<file path="config.mk">
export PLATFORM = sky130hd
export DESIGN_NAME = spi_reg_peripheral
export DESIGN_NICKNAME = d
export VERILOG_FILES = /design/src/rtl/spi_reg_peripheral.sv
export SDC_FILE = /design/constraint.sdc
export NUM_CORES = 1
export LEC_CHECK = 0
export CORE_ASPECT_RATIO = 0.8
export CORE_MARGIN = 5
export CORE_UTILIZATION = 40
export DETAILED_ROUTE_END_ITERATION = 10
export SYNTH_ARGS = -nofsm -noshare
export SYNTH_HDL_FRONTEND = slang
export SYNTH_SLANG_ARGS = --single-unit
</file>
<file path="constraint.sdc">
create_clock -name clk -period 2.2 [get_ports clk]
set_input_delay 0.33 -clock clk [delete_from_list [all_inputs] [get_ports clk]]
set_output_delay 0.33 -clock clk [all_outputs]
set_load 0.01 [all_outputs]
</file>
<file path="src/rtl/spi_reg_peripheral.sv">
// spi_reg_peripheral
//   Write-only SPI (mode 0) target that owns the PWM control register file.
//   Frames are 16 bits, MSB first: {wr, addr[6:0], data[7:0]}. A frame is
//   committed when chip select deasserts, if it is well formed.
//
// Ports
//   clk, rst            system clock, asynchronous active-high reset
//   sclk, copi, ncs     SPI pins, asynchronous to clk
//   en_reg_out_7_0      register 0x00
//   en_reg_out_15_8     register 0x01
//   en_reg_pwm_7_0      register 0x02
//   en_reg_pwm_15_8     register 0x03
//   pwm_duty_cycle      register 0x04
//   wr_pulse            one-clk pulse on a committed write
//   frame_err           one-clk pulse on a dropped frame
module spi_reg_peripheral #(
  parameter int SYNC_STAGES = 2,
  parameter int MAX_ADDR    = 4
) (
  input  logic       clk,
  input  logic       rst,
  input  logic       sclk,
  input  logic       copi,
  input  logic       ncs,
  output logic [7:0] en_reg_out_7_0,
  output logic [7:0] en_reg_out_15_8,
  output logic [7:0] en_reg_pwm_7_0,
  output logic [7:0] en_reg_pwm_15_8,
  output logic [7:0] pwm_duty_cycle,
  output logic       wr_pulse,
  output logic       frame_err
);

  localparam logic [6:0] MAX_A = 7'(MAX_ADDR);

  typedef enum logic {IDLE, RECV} state_t;

  state_t state_q, state_d;

  logic [SYNC_STAGES-1:0] sclk_sync_q, copi_sync_q, ncs_sync_q;
  logic                   sclk_d_q, ncs_d_q;
  logic [SYNC_STAGES:0]   flush_q;
  logic                   ncs_armed_q;

  logic sclk_s, copi_s, ncs_s;
  logic sclk_rise, ncs_fall, ncs_rise;

  logic [15:0] sr_q;
  logic [4:0]  bit_cnt_q;
  logic        do_commit, do_drop;

  logic [7:0] reg0_q, reg1_q, reg2_q, reg3_q, reg4_q;
  logic       wr_pulse_q, frame_err_q;

  // Synchronizers plus one edge-detect flop per pin
  always_ff @(posedge clk or posedge rst) begin
    if (rst) begin
      sclk_sync_q <= '0;
      copi_sync_q <= '0;
      ncs_sync_q  <= '1;
      sclk_d_q    <= 1'b0;
      ncs_d_q     <= 1'b1;
      flush_q     <= '0;
      ncs_armed_q <= 1'b0;
    end else begin
      sclk_sync_q <= {sclk_sync_q[SYNC_STAGES-2:0], sclk};
      copi_sync_q <= {copi_sync_q[SYNC_STAGES-2:0], copi};
      ncs_sync_q  <= {ncs_sync_q[SYNC_STAGES-2:0], ncs};
      sclk_d_q    <= sclk_s;
      ncs_d_q     <= ncs_s;
      flush_q     <= {flush_q[SYNC_STAGES-1:0], 1'b1};
      if (flush_q[SYNC_STAGES] && ncs_d_q)
        ncs_armed_q <= 1'b1;
    end
  end

  assign sclk_s = sclk_sync_q[SYNC_STAGES-1];
  assign copi_s = copi_sync_q[SYNC_STAGES-1];
  assign ncs_s  = ncs_sync_q[SYNC_STAGES-1];

  // The ncs chain resets high, so if the pin is already low at reset release
  // the flushing chain would fake a falling edge. Falls only count once the
  // edge-detect flop has seen a genuine pin-derived high level.
  assign sclk_rise = sclk_s & ~sclk_d_q;
  assign ncs_fall  = ncs_armed_q & ~ncs_s & ncs_d_q;
  assign ncs_rise  = ncs_s & ~ncs_d_q;

  // FSM: state register
  always_ff @(posedge clk or posedge rst) begin
    if (rst) state_q <= IDLE;
    else     state_q <= state_d;
  end

  // FSM: next state
  always_comb begin
    state_d = state_q;
    case (state_q)
      IDLE:    if (ncs_fall) state_d = RECV;
      RECV:    if (ncs_rise) state_d = IDLE;
      default: state_d = IDLE;
    endcase
  end

  // FSM: commit / drop decision on chip-select release
  always_comb begin
    do_commit = 1'b0;
    do_drop   = 1'b0;
    if (state_q == RECV && ncs_rise) begin
      if (bit_cnt_q == 5'd16 && sr_q[15] && sr_q[14:8] <= MAX_A)
        do_commit = 1'b1;
      else
        do_drop = 1'b1;
    end
  end

  // Shift register, bit counter, register file and pulses
  always_ff @(posedge clk or posedge rst) begin
    if (rst) begin
      sr_q        <= '0;
      bit_cnt_q   <= '0;
      reg0_q      <= '0;
      reg1_q      <= '0;
      reg2_q      <= '0;
      reg3_q      <= '0;
      reg4_q      <= '0;
      wr_pulse_q  <= 1'b0;
      frame_err_q <= 1'b0;
    end else begin
      wr_pulse_q  <= do_commit;
      frame_err_q <= do_drop;

      if (state_q == IDLE && ncs_fall) begin
        sr_q      <= '0;
        bit_cnt_q <= '0;
      end else if (state_q == RECV && !ncs_rise && sclk_rise) begin
        // ncs_rise takes priority: a coincident sclk edge is not shifted
        sr_q <= {sr_q[14:0], copi_s};
        if (bit_cnt_q != 5'd31)
          bit_cnt_q <= bit_cnt_q + 5'd1;
      end

      if (do_commit) begin
        case (sr_q[14:8])
          7'd0:    reg0_q <= sr_q[7:0];
          7'd1:    reg1_q <= sr_q[7:0];
          7'd2:    reg2_q <= sr_q[7:0];
          7'd3:    reg3_q <= sr_q[7:0];
          7'd4:    reg4_q <= sr_q[7:0];
          default: ;
        endcase
      end
    end
  end

  assign en_reg_out_7_0  = reg0_q;
  assign en_reg_out_15_8 = reg1_q;
  assign en_reg_pwm_7_0  = reg2_q;
  assign en_reg_pwm_15_8 = reg3_q;
  assign pwm_duty_cycle  = reg4_q;
  assign wr_pulse        = wr_pulse_q;
  assign frame_err       = frame_err_q;

endmodule

</file>
# After elaboration in Yosys (flattened, before gate mapping)
# Index checks and enable logic that the tools add are counted.
dict set report classes {
  addsub 1
  n_mul 0
  n_div 0
  magnitude_cmp 1
  n_eq_ne 6
  shifts 0
  muxes 12
  n_bitwise 8
  reduce_logical 17
}
# cell count
set ops {}
lappend ops {{$mux 16} 2}
lappend ops {{$mux 5} 3}
lappend ops {{$eq 7x2->1 const B} 2}
lappend ops {{$reduce_and 2->1} 6}
lappend ops {{$eq 7x1->1 const B} 1}
lappend ops {{$eq 7x3->1 const B} 1}
lappend ops {{$le 7x3->1 const B} 1}
lappend ops {{$logic_and 1x1->1} 7}
lappend ops {{$logic_not 7->1} 1}
lappend ops {{$mux 1} 6}
lappend ops {{$add 5x1->5 const B} 1}
lappend ops {{$eq 5x5->1 const B} 1}
lappend ops {{$ne 5x5->1 const B} 1}
lappend ops {{$and 1x1->1} 4}
lappend ops {{$not 1->1} 4}
lappend ops {{$reduce_bool 2->1} 2}
lappend ops {{$pmux 1 s2} 1}
lappend ops {{$logic_not 1->1} 1}
dict set report totals {
  regBits 76
  latchBits 0
  mem_bits_rw 0
  romBits 0
  input_bits 5
  out_inout_bits 42
  elab_cells 62
  mem_count 0
}

# Longest topological paths before layout
dict set report depth {
  word_depth 7
  ltp_mapped 6
  ltp_nobuf 6
}

# Worst setup path after synthesis
# OpenSTA, ideal clock, no wires.
dict set report synth_timing {
  path_kind {reg2reg}
  from {register bit_cnt_q[2]}
  to {register reg1_q[0], in the netlist en_reg_out_15_8[0]}
  setup_time_ps 125
  t_arrival_ps 1773
  slack_ps 303
  path_stages_with_launch 4
  path_buffers 0
  synth_period_minus_slack_ps 1897
  path_cell_list {dfrtp_1 -> or4_4 -> nor4_4 -> mux2_2}
}
dict set report synth_via {
  elab_chain_cells 6
}
# item line_no
set synth_lines {}
lappend synth_lines {{from (decl)} 49} ;# logic [4:0] bit_cnt_q;
lappend synth_lines {{from (signal assigned)} 139} ;# bit_cnt_q <= bit_cnt_q + 5'd1;
lappend synth_lines {{$eq 5x5->1} 109} ;# if (bit_cnt_q == 5'd16 && sr_q[15] && sr_q[14:8] <= MAX_A)
lappend synth_lines {{$logic_and 1x1->1 (2 in series)} 109}
lappend synth_lines {{$mux 1} 109}
lappend synth_lines {{$mux 1} 108} ;# if (state_q == RECV && ncs_rise) begin
lappend synth_lines {{$reduce_and 2->1 (no source line)} n/a}
lappend synth_lines {{to (signal assigned)} 145} ;# 7'd1: reg1_q <= sr_q[7:0];
lappend synth_lines {{to (decl)} 52} ;# logic [7:0] reg0_q, reg1_q, reg2_q, reg3_q, reg4_q;
# No other way between the ends.
# A chain may end at the register's enable or synchronous reset.

# Worst setup path after layout
dict set report layout_timing {
  from {register bit_cnt_q[0]}
  to {register bit_cnt_q[3]}
}
dict set report layout_via {
  elab_chain_cells 4
  word_cells_on_any_way 7
  cone_classes {add/sub: 1; eq/ne: 1; mux: 3; reduce/logical: 2}
}
# item line_no
set layout_lines {}
lappend layout_lines {{$add 5x1->5} 139}
lappend layout_lines {{$mux 5} 138} ;# if (bit_cnt_q != 5'd31)
lappend layout_lines {{$mux 5} 135} ;# end else if (state_q == RECV && !ncs_rise && sclk_rise) begin
lappend layout_lines {{$mux 5} 132} ;# if (state_q == IDLE && ncs_fall) begin
# Parallel ways exist; a longest one is shown, timed or not. The select of a mux whose other input is x is not followed.

==> impl_metrics.py <==
metrics = {
    "worst_setup_path": {
        "cpPeakStageDelay_ns": 0.41,
        "critPathLaunchType": "flop",
        "critPathRequiredTime_ns": 2.43,
        "critPathArrivalTime_ns": 2.26,
        "worstPathMaxFanout": 4,
        "critical_path_class": "reg2reg",
        "path_cells": "ha_1 > and3_2 > ha_1 > nand4bb_1 > nor3_1 > mux2_2",
        "endpoint_kind": "flop",
        "cpMostUsedCell": "ha_1",
        "cpMaxStageDelayCell": "dfrtp_1",
    },
    "global_routing": {
        "busiest_layer": "met1",
        "gr-usage-met1_pct": 21.68,
        "grt_pass1_wl_mm": 10.90,
        "grt_max_degree": 77,
        "grt-ovfl-total": 0,
        "grtUsageMet2_pct": 21.33,
        "grt_use_total_pct": 14.87,
        "grt_pass1_vias": 2080,
        "use_met3_pct": 5.306,
        "antenna_found_initial": 0,
    },
    "drt": {
        "viasPerCell": 5.181,
        "routedWlPerCell_um": 16.13,
        "vias": 2057,
        "finalWirelength_mm": 6.402,
        "drt_first_pass_iters": 4,
        "drtIter0Drc": 146,
        "ant_nets": 0,
        "drc": 0,
    },
    "clock_tree": {
        "clockBufferDepth": 2,
        "htree_levels": 3,
        "hold_buffers": 0,
        "postCtsSetupBuffers": 0,
        "path_clk_slew_ns": 0.07,
        "cts_sinks": 76,
        "cts_tree": "done",
        "cts_root_buffer": "clkbuf_8",
        "cts_buffers": 9,
        "post_cts_resize_count": 0,
        "clock_latency_ns": 0.34,
    },
    "timing": {
        "tns_ns": 0,
        "setup_violations": 0,
        "rsz0062_at_grt": "no",
        "slew_violations": 0,
        "tightest_slew_ns": 0.6046,
        "fin_skew_ns": 0.008617,
        "period_share_pct": 92.61,
        "holdWs_ns": 0.3497,
        "finalCriticalPeriod_ns": 2.037,
        "fmax_mhz": 490.8,
        "hold_violations": 0,
        "slew_headroom_pct": 59.69,
    },
    "synth": {
        "synth_nets": 238,
        "yosys_warnings": 0,
        "synthCells": 230,
        "synth_top_family_by_area": "multiplexers",
        "synth-simple-area-share_pct": 12.32,
        "ys_types": 32,
        "synthXorXnorAreaFrac_pct": 0,
        "synth_area_um2": 3057,
        "synth_top_area_share_pct": 59.76,
        "synth.area.top_cells": "dfrtp_1 60%, mux2_2 15%, nand3_1 3.4%",
        "synth_seq_cells": 76,
        "syn_avg_cell_area_um2": 13.29,
        "synth_top_cell_by_area": "dfrtp_1",
        "synthAdderAreaFrac_pct": 1.228,
        "synthMuxAreaShare_pct": 15.43,
        "synth_compound_area_share_pct": 6.959,
        "ys_seq_area_share_pct": 62.34,
    },
    "die": {
        "core_um2": 7427,
        "dieArea_um2": 9501,
        "rows": 28,
        "die_height_um": 88.19,
        "die_x_um": 107.7,
        "initial_core_util_pct": 41.16,
        "io_pins": 47,
    },
    "place": {
        "port_buffers": 46,
        "routabilityCongestion": 0.7995,
        "dp_hpwl_mm": 4.158,
    },
    "outcome": {
        "status": "finished clean",
    },
    "cells_and_area": {
        "final_common_cell": "dfrtp_1",
        "synthToLayoutAreaGrowth_pct": 28.41,
        "fillers": 660,
        "seqCellArea_um2": 1906,
        "insertedDiodeCount": 0,
        "mostFrequentLayoutCells": "73 x dfrtp_1, 46 x clkdlybuf4s50_1, 41 x mux2_2, 21 x o21ai_0, 21 x nand3_1",
        "multi_input_area_um2": 1115,
        "drive_gt1_share_pct": 25.68,
        "nNetsFinal": 295,
    },
    "power_and_ir_drop": {
        "p_per_area_nw_per_um2": 703.2,
        "peakVddDrop_v": 0.0005267,
        "power_mw": 2.760,
        "leakage_nw": 1.755,
    },
    "worst_hold_path": {
        "hold_class": "reg2reg",
    },
    "run": {
        "drv_cap": 0,
    },
}
[metal layers]
layer	vias up	wire, um	share of wire (%)
met4	0	44	0.69
met5	-	0	0
met1	1037	3132	49
met3	5	377	5.9
li1	956	-	-
met2	59	2848	44
[stage by stage]
step	util (%)	cell area, um2	instances	setup slack [ns]
finish	52.85	3925	397	0.1626
global route	52.85	3925	397	0.02592
detailed placement	49.93	3709	381	0.1084
global placement	49.93	3709	381	0.07927
floorplan	-	3060	230	0.3027
CTS	52.76	3919	397	0.09331
[layout make-up]
type	count	area share, %
clock buffers	11	3.347
clock inverters	5	2.008
inverters	3	0.3825
multi-input cells	141	28.40
flip-flops and latches	76	48.55
well taps	105	3.347
repair buffers	56	13.96
[cell usage after synthesis (all sizes together)]
| master | number |
|---|---|
| and4b | 1 |
| and2 | 1 |
| clkbuf | 10 |
| dfrtp | 73 |
| nand4 | 3 |
| or4b | 2 |
| and3 | 1 |
| or4 | 1 |
| nor2 | 2 |
| and3b | 2 |
| ha | 3 |
| or2b | 1 |
| a21oi | 20 |
| conb | 1 |
| nor4b | 2 |
| nor2b | 2 |
| nand2b | 1 |
| a21o | 1 |
| nand3b | 2 |
| nor4 | 4 |
| dfstp | 3 |
| nand4bb | 1 |
| mux2i | 1 |
| mux2 | 41 |
| nor3 | 1 |
| nand2 | 1 |
| nor4bb | 3 |
| o21ai | 21 |
| nand4b | 1 |
| inv | 3 |
| nand3 | 21 |
[state kept, by name, summed over array words and instances, names as in the netlist]
register and count:
bit_cnt_q 5, copi_sync_q 2, en_reg_out_15_8 8, en_reg_out_7_0 8
en_reg_pwm_15_8 8, en_reg_pwm_7_0 8, flush_q 3, frame_err 1
ncs_armed_q 1, ncs_d_q 1, ncs_sync_q 2, pwm_duty_cycle 8
sclk_d_q 1, sclk_sync_q 2, sr_q 16, state_q 1
wr_pulse 1
[cell families after synthesis]
kind of cell / after synthesis
AND/OR/NAND/NOR: 53
adder cells (fa/ha/maj): 3
AO/OA/AOI/OAI: 42
flip-flops: 76
multiplexers: 42
buffers and inverters: 13
other: 1
[critical path, delay by kind of cell, from the launching register on]
kind	cells	cell delay (ns)
flip-flops	1	0.41
AND/OR/NAND/NOR	3	0.74
adder cells (fa/ha/maj)	2	0.43
multiplexers	1	0.36
[final timing paths]
path,end,startpoint,depth (start not counted),slack [ns]
max in group asynchronous,frame_err,rst,3,1.44
min in group asynchronous,flush_q[2],rst,3,0.44
max,bit_cnt_q[3],bit_cnt_q[0],6,0.16
max reg2reg,bit_cnt_q[3],bit_cnt_q[0],6,0.16
min,sclk_sync_q[1],sclk_sync_q[0],0,0.35
min reg2reg,sclk_sync_q[1],sclk_sync_q[0],0,0.35
[where the power goes]
group          switching [mW]  leakage [nW]  total (mW)  internal [mW]
Sequential             0.0479          1.02        1.48           1.43
Combinational          0.0926         0.626       0.147         0.0545
Clock                   0.494         0.107        1.13          0.638
Total                   0.634          1.76        2.76           2.13
Power figures use the tool's default switching activity.
